### config.mk
export PLATFORM = sky130hd
export DESIGN_NAME = keypad_scanner_flat
export DESIGN_NICKNAME = d
export VERILOG_FILES = /design/src/rtl/keypad_pkg.sv /design/src/rtl/keypad_scanner_if.sv /design/src/rtl/sync2.sv /design/src/rtl/keypad_scanner.sv /design/src/flat_wrapper.sv
export SDC_FILE = /design/constraint.sdc
export NUM_CORES = 1
export LEC_CHECK = 0
export BUFFER_PORTS_ARGS = -buffer_cell sky130_fd_sc_hd__buf_2
export CAP_MARGIN = 20
export CORE_ASPECT_RATIO = 1.4
export CORE_MARGIN = 2
export CORE_UTILIZATION = 50
export CTS_CLUSTER_DIAMETER = 150
export DETAILED_ROUTE_END_ITERATION = 6
export HOLD_SLACK_MARGIN = 0.05
export PLACE_DENSITY = 0.71
export SLEW_MARGIN = 5
export SYNTH_ARGS = -nofsm -noshare
export SYNTH_HDL_FRONTEND = slang
export SYNTH_SLANG_ARGS = --single-unit
### constraint.sdc
create_clock -name clk -period 1.8 [get_ports clk]
set_input_delay 0.54 -clock clk [delete_from_list [all_inputs] [get_ports clk]]
set_output_delay 0.54 -clock clk [all_outputs]
set_load 0.02 [all_outputs]
### src/rtl/keypad_pkg.sv
// Shared types and constants for the 4x4 keypad scanner.
package keypad_pkg;

    typedef enum logic [0:0] {
        SCAN = 1'b0,
        HOLD = 1'b1
    } scan_state_e;

    // Column 0 driven low, others released.
    localparam logic [3:0] COL_RESET = 4'b1110;

    // Indexed [row][col].
    localparam logic [3:0] KEYMAP [4][4] = '{
        '{4'h1, 4'h2, 4'h3, 4'hA},
        '{4'h4, 4'h5, 4'h6, 4'hB},
        '{4'h7, 4'h8, 4'h9, 4'hC},
        '{4'hE, 4'h0, 4'hF, 4'hD}
    };

endpackage

### src/rtl/keypad_scanner_if.sv
// Pin and key-code bundle between the scanner, the keypad and its consumer.
interface keypad_scanner_if;

    logic [3:0] rows;
    logic [3:0] cols;
    logic [3:0] keyDecoded;
    logic       keyPressed;

    modport master (
        input  rows,
        output cols,
        output keyDecoded,
        output keyPressed
    );

    modport slave (
        output rows,
        input  cols,
        input  keyDecoded,
        input  keyPressed
    );

endinterface

### src/rtl/sync2.sv
// Two-flop synchronizer; resets to all ones to match idle pulled-up pins.
module sync2 #(
    parameter int unsigned WIDTH = 4
) (
    input  logic             clk,
    input  logic             reset,
    input  logic [WIDTH-1:0] d,
    output logic [WIDTH-1:0] q
);

    logic [WIDTH-1:0] meta_q;
    logic [WIDTH-1:0] sync_q;

    always_ff @(posedge clk or negedge reset) begin
        if (!reset) begin
            meta_q <= '1;
            sync_q <= '1;
        end else begin
            meta_q <= d;
            sync_q <= meta_q;
        end
    end

    assign q = sync_q;

endmodule

### src/rtl/keypad_scanner.sv
// 4x4 keypad column scanner: rotates column drive, latches the first low row and
// holds it until that row releases. No debounce.
module keypad_scanner
    import keypad_pkg::*;
#(
    parameter int unsigned SETTLE_CYCLES = 1000
) (
    input logic                clk,
    input logic                reset,
    keypad_scanner_if.master   bus
);

    localparam int unsigned        CNT_W   = $clog2(SETTLE_CYCLES);
    localparam logic [CNT_W-1:0]   CNT_MAX = CNT_W'(SETTLE_CYCLES - 1);

    logic [3:0]       rows_s;

    scan_state_e      state_q, state_d;
    logic [3:0]       cols_q, cols_d;
    logic [1:0]       col_idx_q, col_idx_d;
    logic [1:0]       row_q, row_d;
    logic [CNT_W-1:0] cnt_q, cnt_d;
    logic [3:0]       key_q, key_d;
    logic             pressed_q, pressed_d;

    logic             any_low;
    logic [1:0]       low_row;

    sync2 #(
        .WIDTH (4)
    ) u_row_sync (
        .clk   (clk),
        .reset (reset),
        .d     (bus.rows),
        .q     (rows_s)
    );

    // Descending loop so the lowest low row wins.
    always_comb begin
        any_low = ~&rows_s;
        low_row = 2'd0;
        for (int i = 3; i >= 0; i--) begin
            if (!rows_s[i]) begin
                low_row = 2'(i);
            end
        end
    end

    always_comb begin
        state_d   = state_q;
        cols_d    = cols_q;
        col_idx_d = col_idx_q;
        row_d     = row_q;
        cnt_d     = cnt_q;
        key_d     = key_q;
        pressed_d = pressed_q;

        unique case (state_q)
            SCAN: begin
                if (cnt_q == CNT_MAX) begin
                    cnt_d = '0;
                    if (any_low) begin
                        state_d   = HOLD;
                        row_d     = low_row;
                        key_d     = KEYMAP[low_row][col_idx_q];
                        pressed_d = 1'b1;
                    end else begin
                        col_idx_d = col_idx_q + 2'd1;
                        cols_d    = {cols_q[2:0], cols_q[3]};
                    end
                end else begin
                    cnt_d = cnt_q + CNT_W'(1);
                end
            end
            HOLD: begin
                // Any release of the latched row ends HOLD; rescan starts on the same column.
                if (rows_s[row_q]) begin
                    state_d   = SCAN;
                    pressed_d = 1'b0;
                    cnt_d     = '0;
                end
            end
            default: begin
                state_d = SCAN;
            end
        endcase
    end

    always_ff @(posedge clk or negedge reset) begin
        if (!reset) begin
            state_q   <= SCAN;
            cols_q    <= COL_RESET;
            col_idx_q <= 2'd0;
            row_q     <= 2'd0;
            cnt_q     <= '0;
            key_q     <= 4'h0;
            pressed_q <= 1'b0;
        end else begin
            state_q   <= state_d;
            cols_q    <= cols_d;
            col_idx_q <= col_idx_d;
            row_q     <= row_d;
            cnt_q     <= cnt_d;
            key_q     <= key_d;
            pressed_q <= pressed_d;
        end
    end

    assign bus.cols       = cols_q;
    assign bus.keyDecoded = key_q;
    assign bus.keyPressed = pressed_q;

endmodule

### src/flat_wrapper.sv
// flat-port wrapper written by rule: the top's interface ports become plain ports
module keypad_scanner_flat import keypad_pkg::*;
#(
    parameter int unsigned SETTLE_CYCLES = 1000
)
  (clk, reset, bus_rows, bus_cols, bus_keyDecoded, bus_keyPressed);
  keypad_scanner_if bus_i ();
  input logic clk;
  input logic reset;
  input wire logic [$bits(bus_i.rows)-1:0] bus_rows;
  output wire logic [$bits(bus_i.cols)-1:0] bus_cols;
  output wire logic [$bits(bus_i.keyDecoded)-1:0] bus_keyDecoded;
  output wire logic [$bits(bus_i.keyPressed)-1:0] bus_keyPressed;
  assign bus_i.rows = bus_rows;
  assign bus_cols = bus_i.cols;
  assign bus_keyDecoded = bus_i.keyDecoded;
  assign bus_keyPressed = bus_i.keyPressed;
  keypad_scanner #(.SETTLE_CYCLES(SETTLE_CYCLES)) u_core (.clk(clk), .reset(reset), .bus(bus_i));
endmodule
==> impl_metrics.py <==
metrics = {
    "clock_tree": {
        "clock_tree.htree_level_count": 2,
        "post_cts_setup_bufs": 0,
        "clkSlewWorstSetupHoldPaths_ns": 0.07,
        "cts.root.buffer_cell": "clkbuf_8",
        "clkSinkCount": 32,
        "clock_tree.buffer_depth": 2,
        "cts_repair_resize_count": 0,
        "cts_hold_buf": 0,
        "cts_buffers": 5,
        "clkLatencyLatePin_ns": 0.29,
        "tritoncts": "built",
    },
    "global_route": {
        "grt_overflow": 0,
        "grt_start_max_net_pins": 33,
        "grt_antenna_before_repair": 0,
        "vias_in_the_first_global_route": 1043,
        "track_usage_pct": 18.19,
        "grt_first_pass_wirelength_um": 4740,
    },
    "synth": {
        "synth_flop_cell": "dfrtp_1",
        "ys_seq_elements": 32,
        "post_synth_inst_count": 136,
        "synth-adder-area-share_pct": 0.8230,
        "synth.distinct_cells": 48,
        "largest_family_of_logic_cells_by_synthesized_area": "simple AND/OR/NAND/NOR gates",
        "synth-simple-area-share_pct": 18.19,
        "yosysWarningCount": 0,
        "synth_xor_area_share_pct": 3.457,
        "synth_compound_area_share_pct": 13.83,
        "ys_seq_area_share_pct": 53.58,
        "syn_area_um2": 1520,
        "synth_nets": 143,
        "synth-async-reset-ratio_pct": 100.0,
        "avgSynthCellArea_um2": 11.18,
        "synthMuxAreaShare_pct": 6.584,
        "synth_enable_flop_cells": 0,
    },
    "setup_path": {
        "cp.arrival_ns": 1.90,
        "start_kind": "flop",
        "timing.critical_path.required_ns": 1.98,
        "cp-end-kind": "flop",
        "r2r_start": "u_core.cnt_q[4]",
        "setup.reg_to_reg.worst_slack_ns": 0.07,
        "worst-path-max-fanout": 6,
        "setup.worst_path.start": "u_core.cnt_q[4]",
        "reg2reg_depth": 4,
        "worst_r2r_endpoint": "u_core.bus.cols[0]",
        "timing.setup.critical_path_class": "reg2reg",
    },
    "routing": {
        "vias": 1086,
        "finalWirelength_um": 2766,
        "drt.antenna.violating_nets": 0,
        "average_via_count_per_standard_cell": 5.457,
        "dr_iter_0_viols": 23,
        "wl_per_cell_um": 13.90,
        "drt_first_pass_iters": 4,
        "post-route-drc-count": 0,
    },
    "hold_path": {
        "timing.hold.worst.class": "in2async",
    },
    "run": {
        "max_cap_violations": 0,
    },
    "timing": {
        "achievable-frequency_ghz": 0.5791,
        "finalWorstPathRequiredPeriod_ns": 1.727,
        "max_slew_margin_pct": 54.41,
        "fin_skew_ns": 0.002420,
        "setup_slack_ns": 0.07326,
        "min_period_over_period_pct": 95.93,
        "max_slew.worst_pin.slew_ns": 0.6838,
        "setup_repair_after_global_routing_missed_its_margin": "false",
        "hold_viol_final": 0,
        "timing.final.setup_violations": 0,
        "whs_ns": 0.2867,
        "totalNegativeSetupSlack_ns": 0,
        "final_max_slew_viol_count": 0,
    },
    "placement": {
        "io_buffer_count": 14,
        "finalWeightedCongestion": 0.8229,
        "dpl-instance-area_um2": 1662,
        "post-place-cells": 189,
        "place_hpwl_um": 1999,
        "detailedPlace.worstSlack_ns": 0.009202,
    },
    "floorplan": {
        "floorplan.initialDensity_pct": 52.83,
        "die_area_um2": 3504,
        "num_rows": 23,
        "num_io_pins": 15,
        "placeableCoreArea_um2": 2878,
        "die-width_um": 50.60,
        "die_height_um": 69.24,
    },
    "cells_and_area": {
        "area_growth_syn_to_layout_pct": 17.86,
        "finalNonFillerCells": 199,
        "layout-drive-gt1-share_pct": 35.19,
        "final_core_utilization_pct": 62.26,
        "number_of_antenna_cells_inserted": 0,
        "layout.nets": 168,
        "finish.instance_area_um2": 1792,
    },
    "power_and_ir_drop": {
        "power-per-cell-area_nw_per_um2": 829.5,
        "power.ir.vdd_worst_mv": 0.6259,
        "totalPowerFinal_mw": 1.486,
        "p_leak_nw": 0.8401,
    },
    "run_status": {
        "status": "completed",
    },
}
[synth_stat cells (all sizes together) (2+ instances only)]
master | count | share of area (%)
dfstp | 11 | 19
and4 | 2 | 1.2
dfrtp | 21 | 35
o21ai | 8 | 2.6
o22ai | 3 | 1.2
nand3 | 6 | 2.0
inv | 7 | 1.7
xnor2 | 2 | 1.2
nand2 | 17 | 4.2
nand4 | 2 | 0.82
buf | 3 | 1.3
a21oi | 7 | 2.3
clkbuf | 2 | 0.49
nor3 | 2 | 0.66
nand2b | 2 | 0.82
nand3b | 3 | 2.3
a22o | 2 | 1.3
mux2 | 6 | 4.4
xor2 | 4 | 2.3
nor2 | 3 | 1.2
[where the power goes]
group | switching, mW | internal [mW]
clock network | 0.282 | 0.416
logic | 0.0305 | 0.0163
registers | 0.00546 | 0.736
total | 0.318 | 1.17
[layout by cell type, fill, tap and decap left out, types with 2 or more instances in the layout]
| cell | instances |
|---|---|
| dfrtp_1 | 21 |
| nand2_1 | 17 |
| buf_2 | 14 |
| dfstp_2 | 11 |
| buf_4 | 9 |
| o21ai_0 | 8 |
| inv_1 | 7 |
| a21oi_1 | 7 |
| mux2_2 | 6 |
| nand3_1 | 6 |
| clkbuf_8 | 5 |
| xor2_1 | 4 |
| o22ai_1 | 3 |
| nand4_1 | 2 |
| nand2b_1 | 2 |
| nand3b_1 | 2 |
| nor2_1 | 2 |
| xnor2_1 | 2 |
| nor3_1 | 2 |
| a22o_2 | 2 |
[state kept, by name, summed over array words and instances, names as in the netlist]
register / flops
u_core.u_row_sync.q: 4
u_core.bus.keyDecoded: 4
u_core.bus.cols: 4
u_core.u_row_sync.meta_q: 4
u_core.cnt_q: 10
u_core.row_q: 2
u_core.state_q: 1
u_core.bus.keyPressed: 1
u_core.col_idx_q: 2
[metal layers]
| layer | vias up | part of all wire [%] | track usage (%) |
|---|---|---|---|
| met1 | 518 | 45 | 22.14 |
| met5 | - | 0 | 0 |
| met2 | 21 | 49 | 29.09 |
| met4 | 0 | 2.5 | 9.009 |
| li1 | 541 | - | - |
| met3 | 6 | 3.6 | 5.172 |
[worst max-delay path by stage]
stage,to,slack [ns]
6_report,u_core.bus.cols[0],0.07
5_1_grt,u_core.bus.cols[0],0.02
4_1_cts,u_core.bus.cols[0],0.01
3_5_place_dp,u_core.bus.cols[0],0.009
3_3_place_gp,u_core.bus.cols[0],0.09
2_1_floorplan,u_core.bus.cols[0],0.05
[final cells by class]
| type | instances | area [um^2] |
|---|---|---|
| Fill cell | 248 | 1086 |
| Sequential cell | 32 | 814.5 |
| Multi-Input combinational cell | 92 | 651.9 |
| Timing Repair Buffer | 23 | 137.6 |
| Clock buffer | 5 | 68.82 |
| Clock inverter | 3 | 46.29 |
| Tap cell | 37 | 46.29 |
| Inverter | 7 | 26.28 |
[worst max-delay path, stage by stage (launching register included)]
cell and delay (ns):
dfrtp_1 0.39, or3b_4 0.43, nor4_4 0.27, buf_4 0.18, mux2_2 0.34
[kinds of logic (layout without fill, tap and decap cells)]
family	count (synthesis)	after routing
and+or+nand+nor	45	45
buffers and inverters	12	38
xor gates and xnor gates	6	6
AOI/OAI and AO/OA	32	32
DFF	32	32
adders and majority gates	1	1
muxes	8	8
(Power assumes the default switching activity.)
